`config.mk`:
```
export PLATFORM = sky130hd
export DESIGN_NAME = uio_bus_arbiter
export DESIGN_NICKNAME = d
export VERILOG_FILES = /design/src/rtl/uio_bus_arbiter.sv
export SDC_FILE = /design/constraint.sdc
export NUM_CORES = 1
export LEC_CHECK = 0
export BUFFER_PORTS_ARGS = -buffer_cell sky130_fd_sc_hd__buf_2
export CAP_MARGIN = 10
export CORE_MARGIN = 3
export CORE_UTILIZATION = 45
export CTS_BUF_LIST = sky130_fd_sc_hd__clkbuf_8 sky130_fd_sc_hd__clkbuf_16
export DETAILED_ROUTE_END_ITERATION = 7
export PLACE_DENSITY = 0.77
export SLEW_MARGIN = 25
export SYNTH_ARGS = -nofsm -noshare
export SYNTH_HDL_FRONTEND = slang
export SYNTH_SLANG_ARGS = --single-unit
```
`constraint.sdc`:
```
create_clock -name clk -period 2.5 [get_ports clk]
set_clock_uncertainty 0.1 [all_clocks]
set_input_delay 0.125 -clock clk [delete_from_list [all_inputs] [get_ports clk]]
set_output_delay 0.125 -clock clk [all_outputs]
set_load 0.01 [all_outputs]
```
`src/rtl/uio_bus_arbiter.sv`:
```
// uio_bus_arbiter: round-robin owner of the shared 8-bit uio pad bus with all-input turnaround.
// Define UIO_ARB_TIMEOUT_EN to force a release after MAX_HOLD owned beats.
module uio_bus_arbiter #(
  parameter int NREQ     = 2,
  parameter int TURN_CYC = 1,
  parameter int MAX_HOLD = 16
) (
  input  logic              clk,
  input  logic              rst,
  input  logic [NREQ-1:0]   req,
  input  logic [NREQ-1:0]   last,
  input  logic [NREQ*8-1:0] dout,
  input  logic [NREQ*8-1:0] doe_mask,
  output logic [NREQ-1:0]   gnt,
  output logic [7:0]        uio_out,
  output logic [7:0]        uio_oe,
  output logic              busy,
  output logic              timeout_pulse
);

  localparam int IW = (NREQ > 2) ? 2 : 1;
  localparam logic [7:0]    TURN_LAST = 8'(TURN_CYC - 1);
  localparam logic [IW-1:0] PTR_RST   = IW'(NREQ - 1);

  if (NREQ < 2 || NREQ > 4 || TURN_CYC < 1 || TURN_CYC > 3 ||
      MAX_HOLD < 2 || MAX_HOLD > 255) begin : g_bad_param
    $error("uio_bus_arbiter: parameter out of legal range");
  end

  typedef enum logic [1:0] {S_IDLE, S_SETUP, S_OWN, S_RELEASE} state_t;

  state_t            state_q, state_d;
  logic [IW-1:0]     owner_q, owner_d;
  logic [IW-1:0]     ptr_q, ptr_d;
  logic [IW-1:0]     win;
  logic [7:0]        turn_q, turn_d;
  logic [NREQ-1:0]   gnt_q, gnt_d;
  logic [7:0]        uio_out_q, uio_out_d;
  logic [7:0]        uio_oe_q, uio_oe_d;
  logic              busy_q, busy_d;
  logic [2*NREQ-1:0] req_rot;
  int                off;
  logic              rel_last, rel_drop, rel_to;

`ifdef UIO_ARB_TIMEOUT_EN
  localparam logic [7:0] HOLD_LAST = 8'(MAX_HOLD - 1);
  logic [7:0] hold_q, hold_d;
  logic       tpulse_q, tpulse_d;
`endif

  function automatic logic [7:0] sat_inc(input logic [7:0] v);
    return (v == 8'hFF) ? v : v + 8'd1;
  endfunction

  // Rotate so that bit 0 is requester ptr+1; the lowest set bit is the winner.
  always_comb begin
    req_rot = {req, req} >> (int'(ptr_q) + 1);
    off = 0;
    for (int k = NREQ - 1; k >= 0; k--) begin
      if (req_rot[k]) off = k;
    end
    win = IW'((int'(ptr_q) + 1 + off) % NREQ);
  end

  always_comb begin
    state_d   = state_q;
    owner_d   = owner_q;
    ptr_d     = ptr_q;
    turn_d    = turn_q;
    gnt_d     = '0;
    uio_out_d = 8'h00;
    uio_oe_d  = 8'h00;
    rel_last  = last[owner_q];
    rel_drop  = ~req[owner_q];
`ifdef UIO_ARB_TIMEOUT_EN
    hold_d    = hold_q;
    tpulse_d  = 1'b0;
    rel_to    = (hold_q == HOLD_LAST);
`else
    rel_to    = 1'b0;
`endif
    case (state_q)
      S_IDLE: begin
        if (|req) begin
          owner_d = win;
          ptr_d   = win;
          turn_d  = 8'd0;
          state_d = S_SETUP;
        end
      end
      S_SETUP: begin
        if (turn_q == TURN_LAST) begin
          state_d = S_OWN;
`ifdef UIO_ARB_TIMEOUT_EN
          hold_d  = 8'd0;
`endif
        end else begin
          turn_d = sat_inc(turn_q);
        end
      end
      S_OWN: begin
        // The beat that carries last or the req drop is still driven.
        gnt_d[owner_q] = 1'b1;
        uio_out_d      = dout[int'(owner_q)*8 +: 8];
        uio_oe_d       = doe_mask[int'(owner_q)*8 +: 8];
`ifdef UIO_ARB_TIMEOUT_EN
        hold_d         = sat_inc(hold_q);
`endif
        if (rel_last || rel_drop || rel_to) begin
          state_d = S_RELEASE;
          turn_d  = 8'd0;
`ifdef UIO_ARB_TIMEOUT_EN
          tpulse_d = rel_to & ~rel_last & ~rel_drop;
`endif
        end
      end
      S_RELEASE: begin
        if (turn_q == TURN_LAST) begin
          state_d = S_IDLE;
        end else begin
          turn_d = sat_inc(turn_q);
        end
      end
      default: state_d = S_IDLE;
    endcase
    busy_d = (state_d != S_IDLE);
  end

  always_ff @(posedge clk) begin
    if (rst) begin
      state_q   <= S_IDLE;
      owner_q   <= '0;
      ptr_q     <= PTR_RST;
      turn_q    <= 8'd0;
      gnt_q     <= '0;
      uio_out_q <= 8'h00;
      uio_oe_q  <= 8'h00;
      busy_q    <= 1'b0;
`ifdef UIO_ARB_TIMEOUT_EN
      hold_q    <= 8'd0;
      tpulse_q  <= 1'b0;
`endif
    end else begin
      state_q   <= state_d;
      owner_q   <= owner_d;
      ptr_q     <= ptr_d;
      turn_q    <= turn_d;
      gnt_q     <= gnt_d;
      uio_out_q <= uio_out_d;
      uio_oe_q  <= uio_oe_d;
      busy_q    <= busy_d;
`ifdef UIO_ARB_TIMEOUT_EN
      hold_q    <= hold_d;
      tpulse_q  <= tpulse_d;
`endif
    end
  end

  assign gnt     = gnt_q;
  assign uio_out = uio_out_q;
  assign uio_oe  = uio_oe_q;
  assign busy    = busy_q;
`ifdef UIO_ARB_TIMEOUT_EN
  assign timeout_pulse = tpulse_q;
`else
  assign timeout_pulse = 1'b0;
`endif

endmodule

```
* After elaboration in Yosys (flattened, before gate mapping)
Cells that the tools add are included.
Storage, ports and cells: input bits 38, register bits after elaboration 31, logic and storage cells 54
Cells by class: reduce and logical (&&, ||, !) cells 10, equality and inequality tests 8, shifts and indexed selects 3, multiplexer cells 18, bitwise operators 2, $lt $le $gt $ge 2, add/sub/neg operators 3
Operators by type and width (count):
- $mux W8 | 4
- $shiftx A16 B5 Y8 | 2
- $pmux W8 S3 | 1
- $add A8 B1 Y8 const B | 1
- $eq A8 B8 Y1 const B | 1
- $logic_not A8 Y1 | 1
- $mux W2 | 4
- $ne A2 B2 Y1 const B | 4
- $pmux W2 S4 | 1
- $mux W1 | 7
- $reduce_or A2 Y1 | 3
- $eq A2 B2 Y1 const B | 2
- $reduce_and A4 Y1 | 1
- $shr A4 B2 Y2 | 1
- $add A1 B1 Y2 const B | 1
- $eq A2 B1 Y1 const B | 1
- $logic_not A2 Y1 | 1
- $lt A1 B2 Y1 const B | 1
- $not A1 Y1 | 2
- $reduce_and A2 Y1 | 1
- $reduce_bool A2 Y1 | 1
- $add A1 B1 Y1 | 1
- $demux W1 S1 | 1
- $ge A1 B1 Y1 const B | 1
- 2 further kinds | 2

* Longest topological paths before layout
depth after elaboration 7, mapped depth 6

* Worst setup path before layout
Ideal clock, no wire load.
path kind flip-flop to flip-flop, start register turn_q[0], end register turn_q[0], required time 2313 ps, path buffers 0, arrival time 1527 ps, cell stages (with the launch flop) 7, slack 786 ps, path through dfxtp_1 inv_1 ha_1 nor4b_2 a221o_2 or3_1 o31ai_1
On the way: word-level cells in the longest chain between the ends 4, elaborated cells on any way between the ends 9
Ends and longest elaborated chain:
- start, declared | RTL line 36 | logic [7:0] turn_q, turn_d;
- start signal, assigned | RTL line 147 | turn_q <= turn_d;
- $add A8 B1 Y8 | RTL line 52 | return (v == 8'hFF) ? v : v + 8'd1;
- $mux W8 | RTL line 52
- $mux W8 | RTL line 92, 118
- $pmux W8 S3 | RTL line 82 | case (state_q)
Several ways; a longest one is shown, not always the timed one. The select of a mux whose other input is x is not followed. A chain may end at the register's enable or synchronous reset.

* Final worst setup path
start register state_q[0], end register uio_oe_q[6], in the netlist uio_oe[6]
On the way: word-level cells in the longest chain between the ends 3
Ends and longest elaborated chain:
- start, declared | RTL line 32 | state_t state_q, state_d;
- start signal, assigned | RTL line 144 | state_q <= state_d;
- $eq A2 B2 Y1 | RTL line 82
- $not A1 Y1 (no source line)
- $reduce_or A2 Y1 (no source line)
- end signal, assigned | RTL line 150 | uio_oe_q <= uio_oe_d;
- end, declared | RTL line 39 | logic [7:0] uio_oe_q, uio_oe_d;
Every way passes these cells.

==> results_dict.tcl <==
set metrics [dict create \
    setup_viol 0 \
    ys_seq_area_share_pct 49.26 \
    root_buffer "clkbuf_8" \
    post_cts_buffers 0 \
    via_per_inst 5.578 \
    start_util_pct 49.07 \
    die_h_um 58.92 \
    run_status "finished clean" \
    vias 1322 \
    crit_arrival_ns 2.40 \
    post-route-period-util_pct 94.28 \
    ant_nets 0 \
    hold_path_startpoint "req[1]" \
    hold_path.class "in -> reg" \
    dr.first_iter.drc_count 46 \
    nNetsFinal 247 \
    dp_hpwl_um 2050 \
    final.min_clock_period_ns 2.357 \
    leakagePower_nw 0.9270 \
    n_antenna_cell 0 \
    ys.flop_type "dfxtp_1" \
    p_per_area_nw_per_um2 572.0 \
    grt_max_degree 18 \
    cts.sinks 31 \
    reg2regPathDepth 4 \
    grt_pass1_wl_um 6168 \
    die_width_um 58.92 \
    slew_headroom_pct 40.59 \
    die_area_um2 3471 \
    drv_cap 0 \
    endpoint_kind "register" \
    crit_path_start_kind "register" \
    antenna_found_initial 0 \
    ios 58 \
    crit_path_start "state_q[0]" \
    numPortBuffers 56 \
    path_max_fanout 17 \
    cts_tree "built" \
    rsz0062_at_grt "no" \
    syn_to_final_growth_pct 54.22 \
    hold_violations 0 \
    clock_latency_ns 0.27 \
    max_freq_mhz 424.3 \
    grt_pass1_vias 1375 \
    cts-htree-levels 2 \
    finalWirelength_um 3821 \
    required_ns 2.54 \
    rows 18 \
    ff2ff_setup_slack_ns 0.14 \
    synth_cells 119 \
    detail_route.wl_per_cell_um 16.12 \
    slew_violations 0 \
    drtPass1Iterations 4 \
    power.total_mw 1.112 \
    gp_congestion 0.8675 \
    cts_buffers 5 \
    hold_depth 3 \
    overflow 0 \
    drt_drc_violations_left 0 \
    setup_ws_ns 0.1430 \
    clk_pin_slew_worst_paths_ns 0.06 \
    grt_use_total_pct 23.13 \
    tightest_slew_ns 0.8874 \
    synth.avg_cell_area_um2 10.59 \
    synth-seq-cells 31 \
    ys_warn_count 0 \
    cp-endpoint "uio_oe[6]" \
    fill_cells 176 \
    worst-setup-path-type "reg -> reg" \
    cts_buffer_depth 2 \
    cts_resized 0 \
    r2r-end "uio_oe[6]" \
    syn_area_um2 1260 \
    reg2reg_from "state_q[0]" \
    syn_nets 159 \
    ir_drop_v 0.0005581 \
    place_ws_ns 0.6446 \
    synth_cell_types 43 \
    synthArstFlopShare_pct 0 \
    fp.coreArea_um2 2567 \
    drive_gt1_share_pct 34.30 \
    setup-tns-final_ns 0 \
    synth-edff-count 0 \
]
per-stage QoR:
step	cells	cell area, µm²	util, %	hold WS (ns)
after floorplan	119	1260	-	0.1264
after global placement	198	1535	59.80	0.2365
after detailed placement	198	1535	59.80	0.2365
after CTS	237	1943	75.68	0.06462
after global routing	237	1943	75.68	0.07420
final	237	1943	75.68	0.06788
cell usage in the layout (no fill, tap or decap), types with 3 or more instances in the layout:
master / Yosys / layout
dlygate4sd3_1: 0 / 32
a311oi_1: 3 / 3
clkbuf_8: 0 / 6
a22o_1: 16 / 16
inv_1: 3 / 3
nor2_1: 3 / 3
a21oi_1: 4 / 4
nand2_1: 10 / 10
dfxtp_1: 31 / 31
buf_2: 4 / 56
nand3_1: 3 / 3
worst max-delay path, stage by stage, from the launching register on:
cell and delay (ns):
dfxtp_1 0.61, inv_1 0.19, and4_1 0.45, a22o_1 0.31, dlygate4sd3_1 0.57
report_power, final:
part           internal, mW  switching (mW)
Clock                 0.216           0.169
Sequential            0.520          0.0238
Combinational        0.0999          0.0828
cell type report:
class / count / area, µm² / share of cell area, %
clock inverter: 1 / 5.005 / 0.2576
clock buffer: 6 / 82.58 / 4.250
sequential: 31 / 620.6 / 31.94
tap: 30 / 37.54 / 1.932
multi-input combinational: 77 / 581.8 / 29.94
inverter: 4 / 15.01 / 0.7727
timing repair buffer: 88 / 600.6 / 30.91
synthesized netlist by cell type (2+ instances only):
cell type	n	area (µm²)
a311oi_1	3	26.28
dfxtp_1	31	620.6
nand2_1	10	37.54
nor3b_1	2	15.01
and3_1	2	12.51
and4_1	2	17.52
a31oi_1	2	12.51
a211oi_1	2	15.01
nor3_1	2	10.01
a21oi_1	4	20.02
inv_1	3	11.26
nand3_1	3	15.01
buf_2	4	20.02
nor2_1	3	11.26
ha_1	2	25.02
o31ai_1	2	15.01
a22o_1	16	140.1
cells by family after synthesis:
family,synth area share (%)
AND/OR/NAND/NOR,19.66
XOR/XNOR,0.6953
AO/OA/AOI/OAI,22.74
other,0.2976
buffers and inverters,4.568
multiplexers,0.7945
flip-flops,49.26
adder cells (fa/ha/maj),1.986
sequential cells by signal, indices dropped and copies added, names as in the netlist:
name / cells
uio_oe: 8
ptr_q: 1
owner_q: 1
busy: 1
uio_out: 8
gnt: 2
turn_q: 8
state_q: 2
how the worst min path moves through the flow:
stage	end	slack [ns]
CTS	ptr_q	0.06
global placement	uio_out[4]	0.24
finish	ptr_q	0.07
floorplan	turn_q[3]	0.13
global route	owner_q	0.07
detailed placement	uio_out[4]	0.24
timing repair:
| action | 4_1_cts | 5_1_grt |
|---|---|---|
| hold buffers | 32 | 0 |
| setup endpoints to repair | 0 | 0 |
| endpoints found under the hold margin | 16 | 0 |
layer usage:
metal  GRT usage (%)  vias to the layer above  share of wire [%]
li1                -                      630                  -
met1           25.07                      622                 35
met2           43.69                       62                 57
met3           5.482                        8                5.7
met4           7.120                        0                1.9
met5               0                        -                  0
No activity file was read; power rests on OpenSTA's default activity.
